File: src/rtl/mem_arb_pkg.sv
// Shared definitions for the two-port memory arbiter: FSM state encoding
// and requester port identifiers.
package mem_arb_pkg;

    typedef enum logic [1:0] {
        S_IDLE  = 2'd0,
        S_GRANT = 2'd1,
        S_DONE  = 2'd2
    } state_t;

    localparam logic P_IF = 1'b0;
    localparam logic P_LS = 1'b1;

endpackage

File: src/rtl/mem_arbiter_rr_arb2.sv
// Two-input round-robin picker: a lone requester wins outright, and on a
// tie the port that was not served last wins.
module rr_arb2
    import mem_arb_pkg::*;
(
    input  logic [1:0] i_req,
    input  logic       i_last,
    output logic       o_valid,
    output logic       o_pick
);

    // Bit 0 of the request vector is the fetch port, bit 1 the load/store port.
    always_comb begin
        o_valid = |i_req;
        o_pick  = P_IF;
        case (i_req)
            2'b01:   o_pick = P_IF;
            2'b10:   o_pick = P_LS;
            2'b11:   o_pick = ~i_last;
            default: o_pick = P_IF;
        endcase
    end

endmodule

File: src/rtl/mem_arbiter.sv
// Shares a single-ported data memory between the fetch port (read-only)
// and the load/store port, one access per IDLE -> GRANT -> DONE pass.
module mem_arbiter
    import mem_arb_pkg::*;
#(
    parameter int ADDR_W = 6,
    parameter int DATA_W = 32
) (
    input  logic              clk,
    input  logic              rst,
    input  logic              if_req,
    input  logic [ADDR_W-1:0] if_addr,
    output logic              if_ack,
    output logic [DATA_W-1:0] if_rdata,
    input  logic              ls_req,
    input  logic              ls_we,
    input  logic [ADDR_W-1:0] ls_addr,
    input  logic [DATA_W-1:0] ls_wdata,
    output logic              ls_ack,
    output logic [DATA_W-1:0] ls_rdata,
    output logic              mem_read,
    output logic              mem_write,
    output logic [ADDR_W-1:0] mem_addr,
    output logic [DATA_W-1:0] mem_wdata,
    input  logic [DATA_W-1:0] mem_rdata,
    output logic              busy
);

    state_t            r_state;
    logic              r_owner;
    logic              r_last;
    logic              r_ifAck;
    logic              r_lsAck;
    logic [DATA_W-1:0] r_ifRdata;
    logic [DATA_W-1:0] r_lsRdata;

    logic              w_pickValid;
    logic              w_pick;
    logic              w_inGrant;

    rr_arb2 u_rrArb (
        .i_req   ({ls_req, if_req}),
        .i_last  (r_last),
        .o_valid (w_pickValid),
        .o_pick  (w_pick)
    );

    // r_last starts at the load/store port so the fetch port wins the first tie.
    always_ff @(posedge clk) begin
        if (rst) begin
            r_state   <= S_IDLE;
            r_owner   <= P_IF;
            r_last    <= P_LS;
            r_ifAck   <= 1'b0;
            r_lsAck   <= 1'b0;
            r_ifRdata <= '0;
            r_lsRdata <= '0;
        end else begin
            r_ifAck <= 1'b0;
            r_lsAck <= 1'b0;
            case (r_state)
                S_IDLE: begin
                    if (w_pickValid) begin
                        r_owner <= w_pick;
                        r_state <= S_GRANT;
                    end
                end
                S_GRANT: begin
                    if (r_owner == P_IF) begin
                        r_ifRdata <= mem_rdata;
                        r_ifAck   <= 1'b1;
                    end else begin
                        if (!ls_we) begin
                            r_lsRdata <= mem_rdata;
                        end
                        r_lsAck <= 1'b1;
                    end
                    r_last  <= r_owner;
                    r_state <= S_DONE;
                end
                S_DONE: begin
                    r_state <= S_IDLE;
                end
                default: begin
                    r_state <= S_IDLE;
                end
            endcase
        end
    end

    // Strobes live only in GRANT; rst gates the write so an aborted store never commits.
    assign w_inGrant = (r_state == S_GRANT);
    assign mem_read  = w_inGrant && ((r_owner == P_IF) || !ls_we);
    assign mem_write = w_inGrant && (r_owner == P_LS) && ls_we && !rst;
    assign mem_addr  = w_inGrant ? ((r_owner == P_IF) ? if_addr : ls_addr) : '0;
    assign mem_wdata = w_inGrant ? ls_wdata : '0;

    assign if_ack   = r_ifAck;
    assign ls_ack   = r_lsAck;
    assign if_rdata = r_ifRdata;
    assign ls_rdata = r_lsRdata;
    assign busy     = (r_state != S_IDLE);

endmodule
File: config.mk
export PLATFORM = sky130hd
export DESIGN_NAME = mem_arbiter
export DESIGN_NICKNAME = d
export VERILOG_FILES = /design/src/rtl/mem_arb_pkg.sv /design/src/rtl/mem_arbiter_rr_arb2.sv /design/src/rtl/mem_arbiter.sv
export SDC_FILE = /design/constraint.sdc
export NUM_CORES = 1
export LEC_CHECK = 0
export CAP_MARGIN = 10
export CORE_MARGIN = 2
export CORE_UTILIZATION = 36
export CTS_CLUSTER_DIAMETER = 150
export DETAILED_ROUTE_END_ITERATION = 10
export HOLD_SLACK_MARGIN = 0.05
export PLACE_DENSITY_LB_ADDON = 0.15
export SLEW_MARGIN = 20
export SYNTH_ARGS = -nofsm -noshare
export SYNTH_HDL_FRONTEND = slang
export SYNTH_SLANG_ARGS = --single-unit
File: constraint.sdc
create_clock -name clk -period 1.55 [get_ports clk]
set_clock_uncertainty 0.05 [all_clocks]
set_input_delay 0.31 -clock clk [delete_from_list [all_inputs] [get_ports clk]]
set_output_delay 0.31 -clock clk [all_outputs]
set_load 0.1 [all_outputs]
==> summary.md, run 1 <==
| Metric | Value |
|---|---|
| Worst slew pin tran | about 310 ps |
| Vias in the first global route | about 3200 |
| Number of synthesized register bits | 70 |
| Min-Delay Path Depth | 3 |
| Yosys top cell area share | 50.0% |
| Netlist cell types | 21 |
| Antenna diodes | 0 |
| Max-cap violations | 0 |
| Cell count of the worst reg-to-reg path | 5 |
| Die width | ~92 um |
| Largest net degree at the start of global routing | 69 |
| Clock buffer count from CTS | 9 |
| Critical path class | reg2out |
| Leak Pwr | between 2 and 2.5 nW |
| Routed Antenna Nets | 0 |
| H-tree lvl count | 3 |
| Detailed placement HPWL | ~7800 um |
| Met2 WL | ~5700 um |
| Starting Density | 36.7% |
| Rows | 32 |
| Leading cell type in the layout, fill and taps excluded | buf_12 |
| Largest cells by area after synthesis | dfxtp_1, nand2_1, a21oi_1 |
| Delay-heaviest family, CP | flip-flops |
| Share of cells above drive strength 1 | 35.2% |
| Buffers on Ports | ~190 |
| Worst path most repeated cell | buf_12 |
| Final WL | 10500 um |
| Critical path buffers and inverters | 2 |
| Min-Delay Endpoint | r_state[1]$_SDFFE_PP0P_ |
| Cell accounting for the most synthesized area | dfxtp_1 |
| Routability cong. | roughly 0.8 |
| Fin. Hold Viols | 0 |
| Post-route DRC | 0 |
| Tot GR Track Use | 24.9% |
| Worst setup SP type | register |
| Routed len/inst | about 16 um |
| Post-Synthesis Mean Instance Area | between 7 and 8 um2 |
| Peak supply drop | about 0.00048 V |
| Clk buf depth | 2 |
| TNS Setup | -8470 ps |
| Clock Tree Root | clkbuf_8 |
| Fin cells | around 650 |
| Post-route core utilization | roughly 83% |
| Worst path max stage delay | 350 ps |
| Post-synthesis cell area | between 2000 and 3000 um2 |
| Cell Pwr Density | ~900 nW/um2 |
| Seq/Total Area, Yosys | between 40% and 50% |
| Vias per Instance | 4.99 |
| Worst R2R Setup Slack | 80 ps |
| Nets | 622 |
| Reg-to-reg endpoint | if_rdata[30]$_SDFFE_PP0P_ |
| Total grt overflow | 0 |
| Crit-path max FO | 8 |
| CTS tree | yes |
| Final period util | 117% |
| Die height | around 92 um |
| Top Layer Used | met4 |
| Min Hold Slack | slightly below 300 ps |
| Antenna violations before repair | 0 |
| CP endpoint kind | primary output |
| Worst Hold Launch | rst |
| Status | complete, but fails checks |
| Slowest cell on crit path | dfxtp_2 |
| CORE AREA | around 7600 um2 |
| Final worst slack | -265 ps |
| Critical R2R Launch | r_state[1]$_SDFFE_PP0P_ |
| Yosys warning count | 0 |
| DR iter-0 viols | 161 |
| # IOs | 188 |
| Post-placement setup slack | -211 ps |
| Met1 Routed Length | between 3000 and 4000 um |
| DIE AREA | roughly 8500 um2 |
| Final Slew Violations | 0 |
| Total number of vias | 3232 |
| FILL cells | approximately 420 |
| TritonRoute pass-1 iters | 4 |
| Fin crit period | about 1800 ps |
| Hold/Removal Path Class | in2reg |
| Max Clock Freq | 0.551 GHz |
| Worst path required time | around 1200 ps |
| Num Clock Sinks | 70 |
| Slew HR | between 70% and 80% |
| CTS clock-pin slew for the worst setup and hold paths | approximately 70 ps |
| Syn nets | between 400 and 500 |
| Setup violators final | 41 |
| WL met3 | around 1000 um |
| Clock Latency Late Sink | around 340 ps |
| First-pass GRT wire length | 16400 um |
| Syn Inst Count | 357 |
| Worst EP arrival | ~1500 ps |
| Post-placement cell count | around 630 |
| Most frequent cells in the layout | buf_12, nand2_1, clkdlybuf4s50_1 |
| Failing checks | setup timing |
| RSZ-0062 raised after global routing | yes |
| Worst-path cell chain | or2b_4 -> buf_12 -> a21oi_4 -> buf_12 |
| Area Overhead vs Synth | 126% |
## cells in the mapped netlist
cell / number
nand2_1: 97
dfxtp_1: 70
a21oi_1: 66
and2_1: 33
o21ai_0: 33
clkbuf_1: 16
buf_2: 11
nor2_1: 9
mux2i_1: 6
buf_4: 4
nor3_1: 2
a211oi_1: 1
and3_1: 1
and4bb_2: 1
inv_1: 1
nand4bb_1: 1
nor2b_1: 1
nor3b_4: 1
o21bai_1: 1
or2_2: 1
or2b_2: 1
## worst max path at each step
stage	from	cells after the start	end
2_1_floorplan	r_state[0]$_SDFFE_PP0P_	3	mem_wdata[17]
5_1_grt	r_state[0]$_SDFFE_PP0P_	4	mem_read
3_3_place_gp	ls_we	5	ls_rdata[25]$_SDFFE_PP0P_
3_5_place_dp	ls_we	5	ls_rdata[28]$_SDFFE_PP0P_
6_report	r_state[1]$_SDFFE_PP0P_	4	mem_read
4_1_cts	r_state[0]$_SDFFE_PP0P_	4	mem_read
## metrics by stage
stage	cell area, um2	total power, W
3_3_place_gp	6010	0.00408
2_1_floorplan	2960	0.00320
3_5_place_dp	6010	0.00411
5_1_grt	6340	0.00583
6_report	6340	0.00564
4_1_cts	6320	0.00567
## state kept, by name, summed over array words and instances (netlist names)
register	cells
ls_rdata	32
if_ack	1
r_state	2
ls_ack	1
if_rdata	32
r_last	1
r_owner	1
## worst reg2reg max path: stages (launching register included)
cell	delay (ps)
dfxtp_2	350
or2b_4	290
buf_4	150
bufbuf_16	270
o21ai_0	170
a21oi_1	90
## what timing repair did
item / in CTS / in global routing
hold buffers: 0 / 0
endpoints found under the setup margin: 41 / 51
buffers inserted: 3 / 0
cloned: 2 / 0
pin swaps: 2 / 3
resized for setup: 6 / 10
## cell families after synthesis
| logic type | after synthesis | share of synthesized area [%] |
|---|---|---|
| AOI/OAI and AO/OA | 101 | 18.2 |
| and+or+nand+nor | 148 | 24.4 |
| muxes | 6 | 2.14 |
| DFF | 70 | 50.0 |
| buffers and inverters | 32 | 5.31 |
## cell type report
class / instances / area (um2) / share of cell area [%]
sequential: 70 / 1410 / 22.2
clock buffer: 10 / 138 / 2.17
tap: 102 / 128 / 2.01
clock inverter: 6 / 68.8 / 1.09
inverter: 1 / 3.75 / 0.0592
multi-input combinational: 255 / 1400 / 22.1
timing repair buffer: 204 / 3190 / 50.4
## metal layers
metal / track usage [%] / up-vias
met5: 0 / -
met4: 8.08 / 0
met3: 9.12 / 15
met2: 45.1 / 154
met1: 26.7 / 1523
li1: - / 1540
## report_power, final
group	internal, W	total [W]	switching [W]
sequential	0.00187	0.00195	0.0000828
clock	0.000798	0.00151	0.000712
combinational	0.000877	0.00218	0.00131
No activity file was read; power rests on OpenSTA's default activity.
==> run 2, diff against run 1 <==
CORE_AREA = 2 2 73 75   (was default)
CORE_MARGIN = default   (was 2)
CORE_UTILIZATION = default   (was 36)
DIE_AREA = 0 0 75 77   (was default)
DONT_BUFFER_PORTS = 1   (was default)
==> run 2 against run 1 <==
Against the previous run:
- the flow finishes with violations (hold timing, setup timing)
- clock-buffer cell count stayed put
- design area is 26% lower
- flip-flop and latch count is the same
- hold slack lost 320 ps
- highest routed layer unchanged
- register-to-register slack worse by 320 ps
- core utilization is 11 points higher
- setup slack worse by 51 ps
- total power down 9.2%
- critical path type unchanged
- cell count shrank 17%
==> summary.md, run 2 (synthesis gave the netlist of run 1 again) <==
| Metric | Value |
|---|---|
| Area Overhead vs Synth | 67.4% (was 126%) |
| Pwr Total | 0.00513 W (was 0.00564 W) |
| Min Hold Slack | -28.4 ps (was 292 ps) |
| DIE AREA | 5780 um2 (was 8510 um2) |
| Max Clock Freq | 0.536 GHz (was 0.551 GHz) |
| Routed len/inst | 26.8 um (was 16.1 um) |
| Placed cell area | 4030 um2 (was 6010 um2) |
| Most frequent cells in the layout | nand2_1, buf_4, dfxtp_1 (was buf_12, nand2_1, clkdlybuf4s50_1) |
| TritonRoute pass-1 iters | 8 (was 4) |
| Hold/Removal Path Class | in2reg (unchanged) |
| Starting Density | 56.4% (was 36.7%) |
| Worst slew pin tran | 328 ps (was 314 ps) |
| Failing checks | hold timing, setup timing (was setup timing) |
| H-tree lvl count | 3 (unchanged) |
| Setup violators final | 73 (was 41) |
| Final period util | 120% (was 117%) |
| Cell count of the worst reg-to-reg path | 6 (was 5) |
| Post-route core utilization | 94.3% (was 82.9%) |
| RSZ-0062 raised after global routing | yes (unchanged) |
| Share of cells above drive strength 1 | 48.0% (was 35.2%) |
| Clock Latency Late Sink | 340 ps (about the same) |
| CTS tree | yes (unchanged) |
| Nets | 542 (was 622) |
| # IOs | 188 (unchanged) |
| Routability cong. | 0.845 (was 0.790) |
| Worst path required time | 1190 ps (about the same) |
| First-pass GRT wire length | 16000 um (was 16400 um) |
| Leading cell type in the layout, fill and taps excluded | nand2_1 (was buf_12) |
| TNS Setup | -12190 ps (was -8470 ps) |
| Worst setup SP type | register (unchanged) |
| Antenna diodes | 0 (unchanged) |
| Detailed placement HPWL | 6480 um (was 7790 um) |
| Worst Hold Launch | rst (unchanged) |
| Num Clock Sinks | 70 (unchanged) |
| Total number of vias | 3551 (was 3232) |
| Buffers on Ports | 0 (was 187) |
| Cell Pwr Density | 1090 nW/um2 (was 890 nW/um2) |
| Clk buf depth | 2 (unchanged) |
| Design Area, Final | 4690 um2 (was 6340 um2) |
| Total grt overflow | 0 (unchanged) |
| Min-Delay Path Depth | 1 (was 3) |
| DR iter-0 viols | 539 (was 161) |
| Vias in the first global route | 3075 (was 3237) |
| Post-route DRC | 0 (unchanged) |
| Status | complete, but fails checks (unchanged) |
| CORE AREA | 4980 um2 (was 7650 um2) |
| Die width | 75 um (was 92.3 um) |
| Antenna violations before repair | 0 (unchanged) |
| Crit-path max FO | 8 (unchanged) |
| Critical R2R Launch | r_state[1]$_SDFFE_PP0P_ (unchanged) |
| Min-Delay Endpoint | ls_rdata[9]$_SDFFE_PP0P_ (was r_state[1]$_SDFFE_PP0P_) |
| Largest net degree at the start of global routing | 70 (was 69) |
| Die height | 77 um (was 92.3 um) |
| Worst R2R Setup Slack | -240 ps (was 80 ps) |
| Final WL | 14300 um (was 10500 um) |
| Clock Tree Root | clkbuf_8 (unchanged) |
| Max-cap violations | 0 (unchanged) |
| Critical path class | reg2out (unchanged) |
| CTS clock-pin slew for the worst setup and hold paths | 80 ps (was 70 ps) |
| Clock buffer count from CTS | 9 (unchanged) |
| Post-placement setup slack | 20.4 ps (was -211 ps) |
| Reg-to-reg endpoint | if_rdata[5]$_SDFFE_PP0P_ (was if_rdata[30]$_SDFFE_PP0P_) |
| Slew HR | 77.9% (was 79.1%) |
| Leak Pwr | 1.87 nW (was 2.40 nW) |
| Final worst slack | -315 ps (was -265 ps) |
| Final Slew Violations | 0 (unchanged) |
| Worst EP arrival | 1510 ps (was 1450 ps) |
| FILL cells | 142 (was 416) |
| Fin crit period | 1870 ps (was 1810 ps) |
| Peak supply drop | 0.000888 V (was 0.000484 V) |
| Vias per Instance | 6.64 (was 4.99) |
| Routed Antenna Nets | 0 (unchanged) |
| CP endpoint kind | primary output (unchanged) |
| Fin. Hold Viols | 5 (was 0) |
| Rows | 26 (was 32) |
| Tot GR Track Use | 36.9% (was 24.9%) |
## run 2: worst max-delay path by stage
stage	from	to	slack (ps)	cells after the start
global route	r_state[0]$_SDFFE_PP0P_	mem_write	-350	4
detailed placement	r_owner$_SDFFE_PP0P_	mem_addr[2]	20	4
floorplan	r_state[0]$_SDFFE_PP0P_	mem_wdata[17]	-190	3
global placement	r_state[1]$_SDFFE_PP0P_	mem_write	80	4
finish	r_state[1]$_SDFFE_PP0P_	mem_read	-320	4
CTS	r_state[1]$_SDFFE_PP0P_	mem_read	-280	4
## run 2: cell type report
type	instances	area (um2)	area share (%)
multi-input combinational	255	1580	33.7
timing repair buffer	124	1460	31.0
sequential	70	1410	30.0
clock buffer	10	128	2.72
tap	70	87.6	1.87
clock inverter	5	27.5	0.586
inverter	1	3.75	0.0800
## run 2: power by group
part	leakage, nW	switching (W)	internal (W)
registers	0.570	0.0000545	0.00187
logic	1.22	0.00135	0.000572
clock network	0.0817	0.000719	0.000562
## run 2: worst max-delay path, stage by stage, from the launching register on
cell and delay, ps:
dfxtp_4 370, or2b_4 290, buf_12 160, a21oi_4 150, buf_12 190
## run 2: timing repair
action | in CTS | in global routing
setup endpoints to repair | 41 | 94
cloned | 2 | 7
buffers inserted | 6 | 4
pin swaps | 16 | 19
hold endpoints to repair | 68 | 67
resized for setup | 37 | 64
## run 2: metrics by stage
stage / cells / hold slack [ps]
floorplan: 357 / 396
global placement: 501 / 335
detailed placement: 501 / 336
CTS: 524 / -22.0
global route: 535 / -38.7
finish: 535 / -28.4
## run 2: layer usage
| layer | GRT usage (%) | wire length, um |
|---|---|---|
| met1 | 41.5 | 4530 |
| met2 | 61.8 | 6610 |
| met3 | 12.1 | 1990 |
| met4 | 16.6 | 1190 |
| met5 | 0 | 0 |
==> run 3, diff against run 2 <==
CAP_MARGIN = 20   (was 10)
clock period = 2.3 ns   (was 1.55 ns; I/O delays follow)
==> run 3 against run 2 <==
Against the previous run:
- the flow now finishes without violations
- first-iteration DRC count is 63% lower
- design area is 8.6% lower
- largest power group unchanged
- critical endpoint is now mem_write
- clock-buffer cell count is 2 higher
==> summary.md, run 3 (synthesis gave the netlist of run 1 again) <==
| Metric | Value |
|---|---|
| Status | finished clean (was complete, but fails checks) |
| First-pass GRT wire length | 14100 um (was 16000 um) |
| Min-Delay Path Depth | 1 (unchanged) |
| Die height | 77 um (unchanged) |
| Share of cells above drive strength 1 | 31.1% (was 48.0%) |
| Cell count of the worst reg-to-reg path | 4 (was 6) |
| Fin. Hold Viols | 0 (was 5) |
| CORE AREA | 4980 um2 (unchanged) |
| RSZ-0062 raised after global routing | no (was yes) |
| Nets | 533 (was 542) |
| Antenna violations before repair | 0 (unchanged) |
| Design Area, Final | 4290 um2 (was 4690 um2) |
| H-tree lvl count | 3 (unchanged) |
| TritonRoute pass-1 iters | 5 (was 8) |
| Leading cell type in the layout, fill and taps excluded | nand2_1 (unchanged) |
| Die width | 75 um (unchanged) |
| Setup violators final | 0 (was 73) |
| Final WL | 9370 um (was 14300 um) |
| Critical path class | reg2out (unchanged) |
| Post-route DRC | 0 (unchanged) |
| Total number of vias | 2885 (was 3551) |
| Hold_buf cts | 0 |
| DR iter-0 viols | 201 (was 539) |
| Clock buffer count from CTS | 9 (unchanged) |
| Routed len/inst | 17.8 um (was 26.8 um) |
| Placed cell area | 4120 um2 (was 4030 um2) |
| Final Slew Violations | 0 (unchanged) |
| Delay-heaviest family, CP | simple AND/OR/NAND/NOR gates (was flip-flops) |
| Worst slew pin tran | 726 ps (was 328 ps) |
| Post-CTS Repair Setup Buffers | 0 (was 6) |
| Worst setup SP type | register (unchanged) |
| Fin cells | 527 (was 535) |
| Max-cap violations | 0 (unchanged) |
| CP endpoint kind | primary output (unchanged) |
| Rows | 26 (unchanged) |
| Post-placement cell count | 511 (was 501) |
| Worst EP arrival | 1690 ps (was 1510 ps) |
| CTS clock-pin slew for the worst setup and hold paths | 70 ps (was 80 ps) |
| Crit-path max FO | 13 (was 8) |
| CTS tree | yes (unchanged) |
| Cell Pwr Density | 753 nW/um2 (was 1090 nW/um2) |
| Final period util | around 95% |
| Slew HR | 51.6% (was 77.9%) |
| Post-CTS sizing | 2 (was 37) |
| Fin crit period | ~2200 ps |
| Clock Tree Root | clkbuf_8 (unchanged) |
| Hold/Removal Path Class | in2reg (unchanged) |
| DIE AREA | 5780 um2 (unchanged) |
| Tot GR Track Use | 32.6% (was 36.9%) |
| Buffers on Ports | 0 (unchanged) |
| # IOs | 188 (unchanged) |
| Critical path buffers and inverters | 1 (was 2) |
| Leak Pwr | 1.72 nW (was 1.87 nW) |
| Slowest cell on crit path | dfxtp_1 (was dfxtp_4) |
| Routability cong. | 0.809 (was 0.845) |
| Detailed placement HPWL | 6810 um (was 6480 um) |
| Largest net degree at the start of global routing | 70 (unchanged) |
| CP Depth | 4 (unchanged) |
| Antenna diodes | 0 (unchanged) |
| TNS Setup | 0 ps (was -12190 ps) |
| Num Clock Sinks | 70 (unchanged) |
| Worst path required time | 1790 ps (was 1190 ps) |
| Vias in the first global route | 2822 (was 3075) |
| Worst path max stage delay | 410 ps (was 370 ps) |
| Clk buf depth | 2 (unchanged) |
| Area Overhead vs Synth | 53.0% (was 67.4%) |
| Peak supply drop | 0.000590 V (was 0.000888 V) |
| Vias per Instance | 5.47 (was 6.64) |
| Routed Antenna Nets | 0 (unchanged) |
| Max Clock Freq | between 0.4 and 0.5 GHz |
| Clock Latency Late Sink | 320 ps (was 340 ps) |
| Starting Density | 56.4% (unchanged) |
| Most frequent cells in the layout | nand2_1, buf_4, dfxtp_1 (unchanged) |
| Min Hold Slack | 156 ps (was -28.4 ps) |
| Total grt overflow | 0 (unchanged) |
| Worst-path cell chain | or2b_4 -> nor2_2 -> and3_1 -> buf_12 (was or2b_4 -> buf_12 -> a21oi_4 -> buf_12) |
run 3: cell count changes in the layout (fill, tap and decap cells not counted), sizes merged:
cell / change
clkinv: -1
clkbuf: -2
bufbuf: -1
buf: -4
run 3: area by class of cell:
cell class | instances | area (um2)
clock inverter | 4 | 22.5
timing repair buffer | 115 | 1350
fill | 280 | 686
multi-input combinational | 255 | 1280
inverter | 1 | 3.75
sequential | 70 | 1400
clock buffer | 12 | 145
tap | 70 | 87.6
run 3: worst reg2reg max path, stage by stage, from the launching register on:
cell,delay [ps]
dfxtp_2,450
nor3b_4,670
buf_4,370
nand2_1,90
a21oi_1,160
run 3: worst paths after layout:
kind / start / endpoint / slack (ps)
hold / removal: rst / ls_rdata[6]$_SDFFE_PP0P_ / 160
setup reg to reg: r_owner$_SDFFE_PP0P_ / if_rdata[11]$_SDFFE_PP0P_ / 420
hold reg to reg: ls_rdata[11]$_SDFFE_PP0P_ / ls_rdata[11]$_SDFFE_PP0P_ / 400
setup / recovery: r_state[0]$_SDFFE_PP0P_ / mem_write / 100
run 3: metal layers:
layer / vias to the layer above / routed length (um) / global-route usage [%]
li1: 1353 / - / -
met1: 1329 / 3200 / 34.5
met2: 171 / 4970 / 57.1
met3: 32 / 846 / 11.8
met4: 0 / 349 / 12.5
met5: - / 0 / 0
run 3: power breakdown:
group / switching, W / leakage [nW] / internal, W / total [W]
Clock: 0.000430 / 0.0861 / 0.000416 / 0.000846
Sequential: 0.0000287 / 0.569 / 0.00126 / 0.00129
Combinational: 0.000813 / 1.06 / 0.000283 / 0.00110
Total: 0.00127 / 1.72 / 0.00196 / 0.00323
run 3: metrics by stage:
| stage | setup WS (ps) | utilization [%] | total power [W] |
|---|---|---|---|
| floorplan | -358 | - | 0.00211 |
| global placement | 405 | 82.7 | 0.00239 |
| detailed placement | 296 | 82.7 | 0.00241 |
| CTS | 53.3 | 86.2 | 0.00324 |
| global route | 12.6 | 86.2 | 0.00333 |
| finish | 104 | 86.2 | 0.00323 |
